[config.mk]
export PLATFORM = sky130hd
export DESIGN_NAME = bcd_up_down_counter
export DESIGN_NICKNAME = d
export VERILOG_FILES = /design/src/rtl/bcd_up_down_counter.sv
export SDC_FILE = /design/constraint.sdc
export NUM_CORES = 1
export LEC_CHECK = 0
export BUFFER_PORTS_ARGS = -buffer_cell sky130_fd_sc_hd__buf_2
export CORE_AREA = 2 2 56 69
export DETAILED_ROUTE_END_ITERATION = 10
export DIE_AREA = 0 0 58 71
export PLACE_DENSITY = 0.78
export SYNTH_ARGS = -nofsm -noshare
export SYNTH_HDL_FRONTEND = slang
export SYNTH_SLANG_ARGS = --single-unit
[constraint.sdc]
create_clock -name Clk -period 2.9 [get_ports Clk]
set_input_delay 0.145 -clock Clk [delete_from_list [all_inputs] [get_ports Clk]]
set_output_delay 0.145 -clock Clk [all_outputs]
set_load 0.05 [all_outputs]
[src/rtl/bcd_up_down_counter.sv]
// Four-digit BCD up/down counter with synchronised, edge-detected push-button inputs.
// Drives the per-digit nibbles consumed by the seven-segment controller's digit mux.
module bcd_up_down_counter #(
    parameter logic [15:0] InitValue  = 16'h0000,
    parameter int          SyncStages = 2
) (
    input  logic        Clk,
    input  logic        Reset,
    input  logic        Up,
    input  logic        Down,
    input  logic        Load,
    input  logic [15:0] LoadValue,
    output logic [15:0] Digits,
    output logic        Overflow,
    output logic        Underflow
);

    // Any nibble above 9 is forced to 9 so the count never holds a non-BCD digit.
    function automatic logic [15:0] clamp_bcd(input logic [15:0] v);
        logic [15:0] r;
        r = v;
        for (int i = 0; i < 4; i++) begin
            if (v[4*i +: 4] > 4'd9) begin
                r[4*i +: 4] = 4'd9;
            end
        end
        return r;
    endfunction

    // Result is {carry_out, value}; carry_out is set only on the 9999 -> 0000 wrap.
    function automatic logic [16:0] bcd_inc(input logic [15:0] v);
        logic [15:0] r;
        logic        c;
        r = v;
        c = 1'b1;
        for (int i = 0; i < 4; i++) begin
            if (c) begin
                if (v[4*i +: 4] == 4'd9) begin
                    r[4*i +: 4] = 4'd0;
                end else begin
                    r[4*i +: 4] = v[4*i +: 4] + 4'd1;
                    c           = 1'b0;
                end
            end
        end
        return {c, r};
    endfunction

    // Result is {borrow_out, value}; borrow_out is set only on the 0000 -> 9999 wrap.
    function automatic logic [16:0] bcd_dec(input logic [15:0] v);
        logic [15:0] r;
        logic        b;
        r = v;
        b = 1'b1;
        for (int i = 0; i < 4; i++) begin
            if (b) begin
                if (v[4*i +: 4] == 4'd0) begin
                    r[4*i +: 4] = 4'd9;
                end else begin
                    r[4*i +: 4] = v[4*i +: 4] - 4'd1;
                    b           = 1'b0;
                end
            end
        end
        return {b, r};
    endfunction

    localparam logic [15:0] init_digits = clamp_bcd(InitValue);

    logic [SyncStages-1:0] up_sync_q,   up_sync_d;
    logic [SyncStages-1:0] down_sync_q, down_sync_d;
    logic                  up_prev_q,   up_prev_d;
    logic                  down_prev_q, down_prev_d;
    logic [15:0]           digits_q,    digits_d;
    logic                  overflow_q,  overflow_d;
    logic                  underflow_q, underflow_d;
    logic                  up_evt;
    logic                  down_evt;

    always_comb begin
        up_sync_d   = {up_sync_q[SyncStages-2:0], Up};
        down_sync_d = {down_sync_q[SyncStages-2:0], Down};
        up_prev_d   = up_sync_q[SyncStages-1];
        down_prev_d = down_sync_q[SyncStages-1];
        up_evt      = up_sync_q[SyncStages-1] & ~up_prev_q;
        down_evt    = down_sync_q[SyncStages-1] & ~down_prev_q;
    end

    always_comb begin
        // NOTE: every output of this block gets a default first so no path leaves it unassigned (no latch).
        digits_d    = digits_q;
        overflow_d  = 1'b0;
        underflow_d = 1'b0;
        if (Load) begin
            digits_d = clamp_bcd(LoadValue);
        end else if (up_evt && !down_evt) begin
            {overflow_d, digits_d} = bcd_inc(digits_q);
        end else if (down_evt && !up_evt) begin
            {underflow_d, digits_d} = bcd_dec(digits_q);
        end
    end

    always_ff @(posedge Clk or posedge Reset) begin
        // NOTE: state registers use non-blocking assignments so every flop samples pre-edge values.
        if (Reset) begin
            up_sync_q   <= '0;
            down_sync_q <= '0;
            up_prev_q   <= 1'b0;
            down_prev_q <= 1'b0;
            digits_q    <= init_digits;
            overflow_q  <= 1'b0;
            underflow_q <= 1'b0;
        end else begin
            up_sync_q   <= up_sync_d;
            down_sync_q <= down_sync_d;
            up_prev_q   <= up_prev_d;
            down_prev_q <= down_prev_d;
            digits_q    <= digits_d;
            overflow_q  <= overflow_d;
            underflow_q <= underflow_d;
        end
    end

    assign Digits    = digits_q;
    assign Overflow  = overflow_q;
    assign Underflow = underflow_q;

endmodule

==> out/results.ini <==
[yosys]
synth_edf_count=0
yosys_warnings=0
syn_inst=218
ys_types=52
syn_nets=239
yosysTopAreaCell=dfrtp_1
synth_area_um2=1850
ys_top_cells_by_area=dfrtp_1 (32%), o21ai_0 (5.4%), nor2_1 (3.9%)
ys_ff_latch=24
synth_top_area_share_pct=32.4
ys_seq_area_share_pct=32.4
synth.most_common_cell=dfrtp_1
avgSynthCellArea_um2=8.49
synth_commonest_cells=dfrtp_1 (24), o21ai_0 (20), nor2_1 (19)
synth-async-reset-ratio_pct=100
ys.flop_type=dfrtp_1

[finish]
layout-drive-gt1-share_pct=23.5
areaGrowthSynthToFinish_pct=12.7
final_nets=265
antenna_cells=0

[global_route]
antenna_found_initial=0
grt_usage_pct=23.8
overflow=0
grt_pass1_wl_um=7680
first_global_vias=1560
grt_max_degree=28

[sta]
finalSetupViolations=0
fmax_mhz=462
clock_skew_ps=4.42
setup_ws_ps=734
period_share_pct=74.7
slew_headroom_pct=35.8
hold_ws_ps=76.0
rsz0062_at_grt=no
tightestPinTransition_ps=962
maxSlewViolCount=0
tns_ps=0
layout_min_cycle_time_ps=2170
timing.final.hold_violations=0

[critical_path]
worstPathArrival_ps=2340
end_kind=flip-flop
cp_max_fo=10
crit_type=reg2reg
worst_ep_required_time_ps=3070
worst_setup_path_start_kind=flip-flop

[floorplanning]
die_h_um=71
row_count=24
io_pins=39
die-area_um2=4120
fp.dieW_um=58
start_util_pct=53.2
core_area_um2=3480

[clock_network]
ctsRootBufferMaster=clkbuf_8
clk_pin_slew_worst_paths_ps=90
h-tree-depth=1
clock_sinks=24
cts.repair.resized=0
cts_buffer_depth=2
cts_made_buffers=3
tritoncts=built
clock_latency_ps=270

[route]
routed_via_density=6.33
wl_per_cell_um=15.8
drc=0
vias=1786
first_pass_iters=4
drt_iter0_drc=140
ant_nets=0
routed_wl_um=4460

[power]
clkPwrFrac_pct=21.0
p_leak_nw=0.871
power.density_nw_per_um2=689
netSwitchingPower_mw=0.643
intPower_mw=0.795
ir_drop_mv=0.460
p_comb_share_pct=42.0
pwr-share-seq_pct=37.0
switching_share_pct=44.7

[hold_path]
hp-class=in2async

[flow_run]
maxCapViolations=0

[placement]
place_congestion=0.893
post-place-ws_ps=770
post-dp-hpwl_um=3110
port_buffers=38

[outcome]
status=complete, no violations

==> cell usage in the layout (no fill, tap or decap), drive strengths merged, types with 4 or more instances in the layout <==
cell type	netlist	final
dfrtp	24	24
nor2	19	19
nand2	16	16
a221oi	4	4
nor2b	6	6
o22ai	6	6
inv	6	6
o21a	4	4
xnor2	7	7
a31oi	4	4
nand2b	5	5
o21ai	20	20
nor4	6	6
buf	9	42
a21oi	10	10
o31ai	6	6
a21o	4	4
==> routing by layer <==
metal | vias up | part of all wire [%] | global-route usage (%)
met5 | - | 0 | 0
met4 | 0 | 2.2 | 8.27
met3 | 11 | 6.7 | 2.19
met2 | 79 | 49 | 37.6
met1 | 822 | 42 | 33.9
li1 | 874 | - | -
==> timing repair <==
action | in CTS | in global routing
hold buffers | 2 | 0
hold endpoints to repair | 2 | 0
setup buffers | 0 | 0
==> worst max-delay path: stages, from the launching register on <==
cell	delay, ps
dfrtp_1	370
nor2b_2	550
xnor2_4	180
a222oi_1	430
buf_4	220
o31ai_1	70
a22o_1	240
==> cell type report <==
type | instances | area (µm²)
clock inverter | 1 | 30.0
tap | 39 | 48.8
sequential | 24 | 601
fill | 320 | 1400
inverter | 6 | 22.5
clock buffer | 3 | 41.3
multi-input combinational | 165 | 1100
timing repair buffer | 44 | 240
==> cells by family after synthesis <==
| group | share of synthesized area (%) |
|---|---|
| buffers and inverters | 7.97 |
| AO/OA/AOI/OAI | 31.7 |
| multiplexers | 3.51 |
| AND/OR/NAND/NOR | 20.1 |
| flip-flops | 32.4 |
| XOR/XNOR | 4.32 |
==> worst paths after layout <==
path                           endpoint  slack, ps            from  cells after the start
setup / recovery             Digits[10]        730  down_sync_q[1]                      6
hold / removal             up_sync_q[0]         80           Reset                      2
setup reg to reg             Digits[10]        730  down_sync_q[1]                      6
hold reg to reg            up_sync_q[1]        360    up_sync_q[0]                      0
max in group asynchronous     Underflow       2240           Reset                      2
min in group Clk              Digits[8]         90    LoadValue[8]                      3
==> power by group through the flow <==
stage	sequential (mW)	combinational, mW	clock (mW)
final	0.532	0.603	0.302
after global routing	0.547	0.662	0.321
after CTS	0.529	0.606	0.306
after detailed placement	0.536	0.600	0
after global placement	0.535	0.594	0
after floorplan	0.620	0.397	0
==> state kept, by name, indices dropped and copies added (netlist names) <==
name,count
Digits,16
down_sync_q,2
up_sync_q,2
Overflow,1
Underflow,1
down_prev_q,1
up_prev_q,1
==> metrics by stage <==
stage,power [mW],utilization [%],area (µm²),std cells
floorplan,1.02,-,1850,218
global placement,1.13,57.3,2000,276
detailed placement,1.14,57.3,2000,276
CTS,1.44,59.9,2090,282
global route,1.53,59.9,2090,282
finish,1.44,59.9,2090,282
Power figures use the tool's default switching activity.
